[src/rtl/quat_inverse_if.sv]
// ---------------------------------------------------------------------------
// quat_inverse_if
// Handshake and data bundle for the quaternion inverse unit.
//   in_valid / in_ready   : operand handshake (producer -> unit)
//   a0..a3                : signed 16-bit quaternion components, integer scale
//   out_valid / out_ready : result handshake (unit -> consumer)
//   r0..r3                : signed 32-bit inverse components, Q(31-FRAC).FRAC
//   div_zero              : operand was the zero quaternion (with out_valid)
// master = the side feeding operands and taking results (bench / system),
// slave  = the inverse unit itself.
// ---------------------------------------------------------------------------
interface quat_inverse_if;
  logic               in_valid;
  logic               in_ready;
  logic signed [15:0] a0;
  logic signed [15:0] a1;
  logic signed [15:0] a2;
  logic signed [15:0] a3;
  logic               out_valid;
  logic               out_ready;
  logic signed [31:0] r0;
  logic signed [31:0] r1;
  logic signed [31:0] r2;
  logic signed [31:0] r3;
  logic               div_zero;

  modport master (
    output in_valid, a0, a1, a2, a3, out_ready,
    input  in_ready, out_valid, r0, r1, r2, r3, div_zero
  );

  modport slave (
    input  in_valid, a0, a1, a2, a3, out_ready,
    output in_ready, out_valid, r0, r1, r2, r3, div_zero
  );
endinterface

[src/rtl/quat_inverse.sv]
// ---------------------------------------------------------------------------
// quat_inverse
// Sequential fixed-point quaternion inverse: q^-1 = conj(q) / |q|^2.
// The norm N is built with one shared 16x16 signed multiplier over four
// cycles; a single restoring divider (one quotient bit per cycle) then
// produces the four components r_i = trunc(c_i * 2^FRAC / N), where
// c_0 = a0 and c_i = -a_i for i = 1..3.
//
// Ports:
//   clk : clock, all state changes on the rising edge
//   rst : asynchronous active-high reset, aborts any operation in flight
//   bus : quat_inverse_if.slave (operand/result handshakes and data)
//
// Parameter:
//   FRAC : fractional bits of the result, 1..30
// ---------------------------------------------------------------------------
module quat_inverse #(
  parameter int FRAC = 24
) (
  input  logic          clk,
  input  logic          rst,
  quat_inverse_if.slave bus
);

  // Numerator |c_i| << FRAC needs 16 + FRAC bits (|c_i| can be 32768).
  localparam int NUMW = FRAC + 16;
  localparam int CW   = $clog2(NUMW);

  typedef enum logic [1:0] {
    IDLE   = 2'd0,
    SQUARE = 2'd1,
    DIV    = 2'd2,
    DONE   = 2'd3
  } state_t;

  state_t             r_state;
  state_t             w_state_next;

  logic signed [15:0] r_a [4];      // captured operands
  logic [32:0]        r_norm;       // sum of squares, up to 2^32
  logic [1:0]         r_sq_idx;     // component being squared
  logic [1:0]         r_comp;       // component being divided
  logic [CW-1:0]      r_bit;        // quotient bit counter within a component
  logic [32:0]        r_rem;        // partial remainder, always < N
  logic [NUMW-1:0]    r_num;        // numerator shift register, MSB first
  logic [NUMW-1:0]    r_quot;       // quotient magnitude shift register
  logic               r_neg;        // sign of the component being divided
  logic signed [31:0] r_res [4];    // result registers
  logic               r_div_zero;
  logic               r_out_valid;

  // -------------------------------------------------------------------------
  // Per-component numerator magnitude and result sign.
  // The magnitude is taken as an unsigned 16-bit value so that -32768 maps
  // to 32768 without overflow. Negating a_i (conjugate) leaves the
  // magnitude unchanged, so only the sign differs between c_0 and c_1..3.
  // -------------------------------------------------------------------------
  logic [NUMW-1:0] w_num_init [4];
  logic            w_neg_init [4];

  for (genvar gi = 0; gi < 4; gi++) begin : g_comp
    logic [15:0] w_abs;
    assign w_abs          = r_a[gi][15] ? (~r_a[gi] + 16'd1) : r_a[gi];
    assign w_num_init[gi] = {w_abs, {FRAC{1'b0}}};
    if (gi == 0) begin : g_real
      assign w_neg_init[gi] = r_a[gi][15];
    end else begin : g_imag
      // c_i = -a_i is negative exactly when a_i is strictly positive.
      assign w_neg_init[gi] = ~r_a[gi][15] && (r_a[gi] != 16'sd0);
    end
  end

  // -------------------------------------------------------------------------
  // Norm accumulation: one shared multiplier, one square per cycle.
  // -------------------------------------------------------------------------
  logic signed [31:0] w_sq;
  logic [32:0]        w_norm_acc;
  logic               w_sq_last;

  assign w_sq       = r_a[r_sq_idx] * r_a[r_sq_idx];
  assign w_norm_acc = r_norm + {1'b0, w_sq};
  assign w_sq_last  = (r_sq_idx == 2'd3);

  // -------------------------------------------------------------------------
  // Restoring divider step. trial < 2N <= 2^33, so its top bit is always 0
  // and the sign of (trial - N) in 34 bits decides the quotient bit.
  // -------------------------------------------------------------------------
  logic [33:0]     w_trial;
  logic [33:0]     w_diff;
  logic            w_ge;
  logic [32:0]     w_rem_next;
  logic [NUMW-1:0] w_quot_next;
  logic [31:0]     w_qmag;
  logic [31:0]     w_res;
  logic            w_bit_last;
  logic [1:0]      w_comp_next;

  assign w_trial     = {r_rem, r_num[NUMW-1]};
  assign w_diff      = w_trial - {1'b0, r_norm};
  assign w_ge        = ~w_diff[33];
  assign w_rem_next  = w_ge ? w_diff[32:0] : w_trial[32:0];
  assign w_quot_next = {r_quot[NUMW-2:0], w_ge};
  // Quotient magnitude never exceeds 2^FRAC, so the low 32 bits hold it.
  assign w_qmag      = 32'(w_quot_next);
  assign w_res       = r_neg ? (~w_qmag + 32'd1) : w_qmag;
  assign w_bit_last  = (r_bit == CW'(NUMW - 1));
  assign w_comp_next = r_comp + 2'd1;

  logic w_out_take;
  assign w_out_take = r_out_valid && bus.out_ready;

  // -------------------------------------------------------------------------
  // FSM: state register
  // -------------------------------------------------------------------------
  always_ff @(posedge clk or posedge rst) begin
    if (rst) begin
      r_state <= IDLE;
    end else begin
      r_state <= w_state_next;
    end
  end

  // -------------------------------------------------------------------------
  // FSM: next state
  // -------------------------------------------------------------------------
  always_comb begin
    w_state_next = r_state;
    case (r_state)
      IDLE: begin
        if (bus.in_valid) begin
          w_state_next = SQUARE;
        end
      end
      SQUARE: begin
        if (w_sq_last) begin
          w_state_next = (w_norm_acc == 33'd0) ? DONE : DIV;
        end
      end
      DIV: begin
        if (w_bit_last && (r_comp == 2'd3)) begin
          w_state_next = DONE;
        end
      end
      DONE: begin
        if (w_out_take) begin
          w_state_next = IDLE;
        end
      end
      default: w_state_next = IDLE;
    endcase
  end

  // -------------------------------------------------------------------------
  // Datapath
  // -------------------------------------------------------------------------
  always_ff @(posedge clk or posedge rst) begin
    if (rst) begin
      for (int i = 0; i < 4; i++) begin
        r_a[i]   <= '0;
        r_res[i] <= '0;
      end
      r_norm      <= '0;
      r_sq_idx    <= '0;
      r_comp      <= '0;
      r_bit       <= '0;
      r_rem       <= '0;
      r_num       <= '0;
      r_quot      <= '0;
      r_neg       <= 1'b0;
      r_div_zero  <= 1'b0;
      r_out_valid <= 1'b0;
    end else begin
      case (r_state)
        IDLE: begin
          if (bus.in_valid) begin
            r_a[0]     <= bus.a0;
            r_a[1]     <= bus.a1;
            r_a[2]     <= bus.a2;
            r_a[3]     <= bus.a3;
            r_norm     <= '0;
            r_sq_idx   <= '0;
            r_div_zero <= 1'b0;
          end
        end

        SQUARE: begin
          r_norm   <= w_norm_acc;
          r_sq_idx <= r_sq_idx + 2'd1;
          if (w_sq_last) begin
            if (w_norm_acc == 33'd0) begin
              r_div_zero <= 1'b1;
              for (int i = 0; i < 4; i++) begin
                r_res[i] <= '0;
              end
            end else begin
              r_comp <= '0;
              r_bit  <= '0;
              r_rem  <= '0;
              r_quot <= '0;
              r_num  <= w_num_init[0];
              r_neg  <= w_neg_init[0];
            end
          end
        end

        DIV: begin
          r_rem  <= w_rem_next;
          r_num  <= r_num << 1;
          r_quot <= w_quot_next;
          r_bit  <= r_bit + CW'(1);
          if (w_bit_last) begin
            // Component finished: publish it and load the next numerator.
            r_res[r_comp] <= w_res;
            r_comp        <= w_comp_next;
            r_bit         <= '0;
            r_rem         <= '0;
            r_quot        <= '0;
            r_num         <= w_num_init[w_comp_next];
            r_neg         <= w_neg_init[w_comp_next];
          end
        end

        DONE: begin
          // out_valid rises on the first DONE cycle and stays until taken.
          if (!r_out_valid) begin
            r_out_valid <= 1'b1;
          end else if (bus.out_ready) begin
            r_out_valid <= 1'b0;
          end
        end

        default: ;
      endcase
    end
  end

  // -------------------------------------------------------------------------
  // Outputs
  // -------------------------------------------------------------------------
  assign bus.in_ready  = (r_state == IDLE);
  assign bus.out_valid = r_out_valid;
  assign bus.r0        = r_res[0];
  assign bus.r1        = r_res[1];
  assign bus.r2        = r_res[2];
  assign bus.r3        = r_res[3];
  assign bus.div_zero  = r_div_zero;

endmodule

[src/flat_wrapper.sv]
// flat-port wrapper written by rule: the top's interface ports become plain ports
module quat_inverse_flat 
#(
  parameter int FRAC = 24
)
  (clk, rst, bus_in_valid, bus_a0, bus_a1, bus_a2, bus_a3, bus_out_ready, bus_in_ready, bus_out_valid, bus_r0, bus_r1, bus_r2, bus_r3, bus_div_zero);
  quat_inverse_if bus_i ();
  input  logic clk;
  input  logic rst;
  input wire logic [$bits(bus_i.in_valid)-1:0] bus_in_valid;
  input wire logic [$bits(bus_i.a0)-1:0] bus_a0;
  input wire logic [$bits(bus_i.a1)-1:0] bus_a1;
  input wire logic [$bits(bus_i.a2)-1:0] bus_a2;
  input wire logic [$bits(bus_i.a3)-1:0] bus_a3;
  input wire logic [$bits(bus_i.out_ready)-1:0] bus_out_ready;
  output wire logic [$bits(bus_i.in_ready)-1:0] bus_in_ready;
  output wire logic [$bits(bus_i.out_valid)-1:0] bus_out_valid;
  output wire logic [$bits(bus_i.r0)-1:0] bus_r0;
  output wire logic [$bits(bus_i.r1)-1:0] bus_r1;
  output wire logic [$bits(bus_i.r2)-1:0] bus_r2;
  output wire logic [$bits(bus_i.r3)-1:0] bus_r3;
  output wire logic [$bits(bus_i.div_zero)-1:0] bus_div_zero;
  assign bus_i.in_valid = bus_in_valid;
  assign bus_i.a0 = bus_a0;
  assign bus_i.a1 = bus_a1;
  assign bus_i.a2 = bus_a2;
  assign bus_i.a3 = bus_a3;
  assign bus_i.out_ready = bus_out_ready;
  assign bus_in_ready = bus_i.in_ready;
  assign bus_out_valid = bus_i.out_valid;
  assign bus_r0 = bus_i.r0;
  assign bus_r1 = bus_i.r1;
  assign bus_r2 = bus_i.r2;
  assign bus_r3 = bus_i.r3;
  assign bus_div_zero = bus_i.div_zero;
  quat_inverse #(.FRAC(FRAC)) u_core (.clk(clk), .rst(rst), .bus(bus_i));
endmodule
[config.mk]
export PLATFORM = sky130hd
export DESIGN_NAME = quat_inverse_flat
export DESIGN_NICKNAME = d
export VERILOG_FILES = /design/src/rtl/quat_inverse_if.sv /design/src/rtl/quat_inverse.sv /design/src/flat_wrapper.sv
export SDC_FILE = /design/constraint.sdc
export NUM_CORES = 1
export LEC_CHECK = 0
export ABC_CLOCK_PERIOD_IN_PS = 19500
export BUFFER_PORTS_ARGS = -buffer_cell sky130_fd_sc_hd__buf_2
export CAP_MARGIN = 20
export CORE_UTILIZATION = 40
export CTS_CLUSTER_SIZE = 12
export DETAILED_ROUTE_END_ITERATION = 8
export GPL_TIMING_DRIVEN = 0
export PLACE_DENSITY = 0.56
export SLEW_MARGIN = 20
export SYNTH_ARGS = -nofsm -noshare
export SYNTH_HDL_FRONTEND = slang
export SYNTH_SLANG_ARGS = --single-unit
[constraint.sdc]
create_clock -name clk -period 19.5 [get_ports clk]
set_input_delay 2.925 -clock clk [delete_from_list [all_inputs] [get_ports clk]]
set_output_delay 2.925 -clock clk [all_outputs]
set_load 0.01 [all_outputs]
# --- After elaboration in Yosys (flattened, before gate mapping) ---
# Cells that the tools add are included.
classes:
  order_cmp: 4
  reduce_logical: 20
  bitwise_logic: 12
  n_addsub: 10
  div: 0
  eq_ne: 13
  shifts: 0
  n_mux: 62
  multipliers: 1
op_table:
  columns: ["operator", "n"]
  rows:
  - ["$mux 128", 3]
  - ["$pmux 128 s2", 1]
  - ["$mux 40", 5]
  - ["$mux 33", 5]
  - ["$pmux 33 s2", 2]
  - ["$bwmux 128", 1]
  - ["$mux 16", 6]
  - ["$mux 31", 3]
  - ["$bmux 40 s2", 1]
  - ["$pmux 40 s2", 1]
  - ["$add 16x1->16 const B", 4]
  - ["$demux 32 s2", 1]
  - ["$mux 32", 2]
  - ["$not 16->16", 4]
  - ["$pmux 31 s2", 1]
  - ["$reduce_bool 16->1", 3]
  - ["$sub 34x33->34", 1]
  - ["$add 33x32->33", 1]
  - ["$logic_not 33->1", 1]
  - ["$add 32x1->32 const B", 1]
  - ["$bmux 16 s2", 1]
  - ["$mul 16x16->32", 1]
  - ["$not 32->32", 1]
  - ["$mux 6", 3]
  - ["24 further kinds", 69]
totals:
  mem_bits_rw: 0
  in_bits: 68
  wordCells: 141
  n_memories: 0
  out_inout_bits: 131
  latchBits: 0
  register_bits: 344
  rom_bits: 0

# --- Logic depth before layout (Yosys ltp) ---
depth:
  depth_word: 10
  depth_mapped: 48
  mapped_depth_nobuf: 42

# --- Least setup slack after synthesis ---
# Ideal clock, no wire load.
synth_path:
  kind: "register to register"
  startpoint: "register u_core.r_sq_idx[1]"
  endpoint: "register u_core.r_res (netlist bit u_core.bus.r3[13])"
  setup_slack_ps: 9116
  t_arrival_ps: 10316
  setup_time_ps: 68
  path_stages_with_launch: 40
  t_required_ps: 19432
  path_cell_list: "dfrtp_1 -> clkbuf_1 -> buf_1 -> clkbuf_1 -> o211ai_1 -> o21ai_1 -> clkinv_1 -> and2_1 -> fa_1 -> inv_1 -> fa_1 -> fa_1 -> inv_1 -> fa_1 -> inv_1 -> fa_1 -> fa_1 -> inv_1 -> [4 not listed] -> nor3_1 -> o41ai_1 -> nand2b_1 -> xor2_1 -> ha_1 -> clkbuf_1 -> a21oi_1 -> o21ai_1 -> or4_1 -> a21oi_1 -> a311oi_1 -> a211o_1 -> nor3_2 -> a41oi_4 -> or2_1 -> buf_6 -> a2111o_1 -> nand3_1"
synth_via:
  elab_chain_cells: 9
synth_lines:
  columns: ["element", "line", "source"]
  rows:
  - ["from (decl)", "quat_inverse.sv:41", "logic [1:0] r_sq_idx;"]
  - ["from (signal assigned)", "quat_inverse.sv:188", "r_sq_idx <= r_sq_idx + 2'd1;"]
  - ["$not 2->3 (not written as such)", "quat_inverse.sv:80", "assign w_sq = r_a[r_sq_idx] * r_a[r_sq_idx];"]
  - ["$bmux 16 s2", "quat_inverse.sv:80", null]
  - ["$mux 16 (not written as such) (2 in a row)", "quat_inverse.sv:80", null]
  - ["$mul 16x16->32", "quat_inverse.sv:80", null]
  - ["$add 33x32->33", "quat_inverse.sv:81", "assign w_norm_acc = r_norm + {1'b0, w_sq};"]
  - ["$logic_not 33->1", "quat_inverse.sv:190", "if (w_norm_acc == 33'd0) begin"]
  - ["$ne 2x1->1 (no line)", null, null]
  - ["$reduce_and 4->1 (no line) (*)", null, null]
  - ["to (signal, indexed assignment)", "quat_inverse.sv:213", "r_res[r_comp] <= w_res;"]
  - ["to (decl)", "quat_inverse.sv:48", "logic signed [31:0] r_res [4];"]
# Every way passes the cells marked *; elsewhere a longest branch is shown, timed or not. The select of a mux whose other input is x is not followed.
# A chain may end at the register's enable or synchronous reset.

# --- Worst setup path in the final report ---
layout_path:
  startpoint: "register u_core.r_sq_idx[1]"
  endpoint: "register u_core.r_bit[4]"
layout_via:
  elab_chain_cells: 9
layout_lines:
  columns: ["element", "line", "source"]
  rows:
  - ["$not 2->3 (not written as such)", "quat_inverse.sv:80", null]
  - ["$bmux 16 s2", "quat_inverse.sv:80", null]
  - ["$mux 16 (not written as such) (2 in a row)", "quat_inverse.sv:80", null]
  - ["$mul 16x16->32", "quat_inverse.sv:80", null]
  - ["$add 33x32->33", "quat_inverse.sv:81", null]
  - ["$logic_not 33->1", "quat_inverse.sv:190", null]
  - ["$ne 2x2->1 (no line)", null, null]
  - ["$reduce_and 3->1 (no line) (*)", null, null]
  - ["to (signal assigned)", "quat_inverse.sv:210", "r_bit <= r_bit + CW'(1);"]
  - ["to (decl)", "quat_inverse.sv:43", "logic [CW-1:0] r_bit;"]
# Marked as above.

==> summary.md <==
| Metric | Value |
|---|---|
| GP Congestion | 0.939 |
| Clock Skews | 0.0278 ns |
| Clock buffer depth | 3 |
| #FFs+latches synth | 320 |
| Fillers | 6716 |
| Avg Inst Size Synth | 9.54 um^2 |
| Root Driver | clkbuf_16 |
| Post-synth ARST share | 100% |
| Worst skew pair latency | 0.57 ns |
| Grt ovf | 0 |
| Avg Vias per Cell | 5.48 |
| Post-route clock period utilization | a little over two thirds |
| CTS buffer count | 38 |
| # port buffers | 198 |
| Resize count post-CTS | 0 |
| CTS tree | done |
| Area growth from synthesis to layout | 12.6% |
| Via total after detailed routing | between 20000 and 25000 |
| Worst min-delay path class | reg2reg |
| Ports | 199 |
| Register area share after synthesis | 28.4% |
| H-Tree Depth | 2 |
| Post-synthesis cell count | 2955 |
| Syn Std Cell Area | roughly 28000 um^2 |
| Hold Crit Depth | 2 |
| Starting Density | 40.7% |
| Routed len/inst | just over 20 um |
| TNS Setup | 0 ns |
| CP Launch Type | flop |
| Family with the most delay on the worst path | compound AO/OA/AOI/OAI gates |
| Diodes inserted | 0 |
| Top cells by count, synth | inv_1 (362), nand2_1 (341), dfrtp_1 (320) |
| Crit path top cell by count | fa_1 |
| Reg2reg setup slack | ~5.8 ns |
| Worst-case reg-to-reg path depth | 39 |
| Pin count of the biggest net entering global routing | 97 |
| Worst path buffer plus inverter count | 10 |
| Most common cell in the netlist | inv_1 |
| DRT iter0 DRCs | about 1500 |
| DRC errors left | 0 |
| Initial antenna violation count | 0 |
| Post-CTS Setup Bufs | 0 |
| Yosys top cell by area | dfrtp_1 |
| Synth area leaders | dfrtp_1 (28%), fa_1 (17%), ha_1 (7.2%) |
| Rows | 96 |
| Critical Path Max Stage Delay | 0.75 ns |
| Status | finished, final reports clean |
| Slowest cell on the critical path | clkinv_1 |
| Drt first pass iters | 7 |
| Die height | around 270 um |
| Worst r2r dst | u_core.r_bit[4] |
| R2r startpoint | u_core.r_sq_idx[1] |
| Slew @ Worst Pin | 1.10 ns |
| Critical Path Fanout Max | 11 |
| Core area | roughly 69000 um^2 |
| Syn_nets | between 3000 and 4000 |
| Number of setup violations in the final report | 0 |
| Main synth FF type | dfrtp_1 |
| Synth Warn # | 0 |
| Hold buffers post-CTS | 0 |
| Chip Width | 267 um |
| Final slew viol count | 0 |
| Maxcap violations | 0 |
| Number of synthesized flops with an enable pin | 0 |
| Fmax | 0.0727 GHz |
| Hold_sp | u_core.bus.r2[15] |
| Share of the synthesized area in the top cell type | around 28% |
| RSZ-0062 raised after global routing | false |
| HPWL after DPL | 68600 um |
| Layout Nets | 3671 |
| Crit path DAT | 14.20 ns |
| Critical path type | reg2reg |
| ANT nets after route | 0 |
| Netlist cell types | 90 |
| GRT Total Usage | 24.1% |
| Levels on crit path | 39 |
| Max_slew headroom | 26.3% |
| Final hold vios | 0 |
| Share of layout cells above drive strength 1 | 13.7% |
| Minimum clock period | 13.75 ns |
| Die ar. | 71500 um^2 |
| Critical Path RT | 19.95 ns |
| Clk sinks | 320 |
| First-pass GRT wire length | 135000 um |
| Reg clk slew, reported paths | 0.06 ns |
| Final WL | between 80000 and 90000 um |
| Vias in the first global route | 23300 |
| Worst setup EP type | flop |
| WHS Endpoint | u_core.bus.r2[15] |
-- metal layers --
metal	up-vias	share of wire [%]	track usage, %
met5	-	0	0
met4	0	2.7	6.87
met3	111	5.0	3.01
met2	641	47	40.2
met1	11400	45	32.7
li1	10600	-	-
-- area by class of cell --
class                           count  area [um^2]  area share (%)
Tap cell                          931         1160            3.67
Inverter                          369         1390            4.39
Clock inverter                     15          234           0.737
Clock buffer                       53         1060            3.33
Buffer                            136          553            1.74
Multi-Input combinational cell   2130        18200            57.5
Sequential cell                   320         8010            25.2
Timing Repair Buffer              203         1090            3.42
-- worst reg2reg max path: cells and delay by family, from the launching register on --
kind                       cells  cell delay (ns)
AOI/OAI and AO/OA             14             4.00
adders and majority gates      8             3.56
buffers and inverters         10             3.36
and+or+nand+nor                6             2.03
DFF                            1             0.41
xor gates and xnor gates       1             0.25
-- how the worst max path moves through the flow --
stage,start,end,slack (ns)
2_1_floorplan,rst,u_core.bus.div_zero,7.72
3_3_place_gp,rst,u_core.bus.r1[3],4.15
3_5_place_dp,u_core.r_sq_idx[1],u_core.r_bit[5],5.78
4_1_cts,u_core.r_sq_idx[1],u_core.r_bit[4],5.74
5_1_grt,u_core.r_sq_idx[1],u_core.r_rem[11],5.12
6_report,u_core.r_sq_idx[1],u_core.r_bit[4],5.75
-- layout by cell type, fill, tap and decap left out, drive strengths merged, types with 92 or more instances in the layout --
master,Yosys,routed
inv,364,365
nand2,341,341
dfrtp,320,320
fa,243,243
buf,40,242
nor2,165,165
ha,162,162
o21ai,159,159
clkbuf,96,150
a22o,126,126
a21oi,121,121
mux2,92,92
-- kinds of logic after synthesis --
| logic type | Yosys count | share of synthesized area [%] |
|---|---|---|
| xor gates and xnor gates | 166 | 5.16 |
| and+or+nand+nor | 744 | 12.1 |
| buffers and inverters | 505 | 6.88 |
| DFF | 320 | 28.4 |
| muxes | 133 | 5.89 |
| AOI/OAI and AO/OA | 682 | 17.1 |
| adders and majority gates | 405 | 24.5 |
-- sequential cells by signal, indices dropped and copies added (netlist names), 2 cells and up --
name	flops
u_core.r_a	64
u_core.r_norm	33
u_core.r_rem	33
u_core.bus.r0	32
u_core.bus.r1	32
u_core.bus.r2	32
u_core.bus.r3	32
u_core.r_quot	31
u_core.r_num	16
u_core.r_bit	6
u_core.r_comp	2
u_core.r_sq_idx	2
u_core.r_state	2
-- through the flow --
step	utilization [%]	setup WS [ns]	hold slack [ns]	std cells	instance area [um^2]
after floorplan	-	7.72	0.445	2955	28200
after global placement	43.9	4.15	0.469	4084	30300
after detailed placement	44.0	5.78	0.475	4087	30400
after CTS	45.9	5.74	0.490	4155	31700
after global routing	45.9	5.12	0.508	4157	31700
final	45.9	5.75	0.487	4157	31700
Power is not shown: default switching activity piles up to over one toggle a cycle in this logic, so the estimate is an artifact.
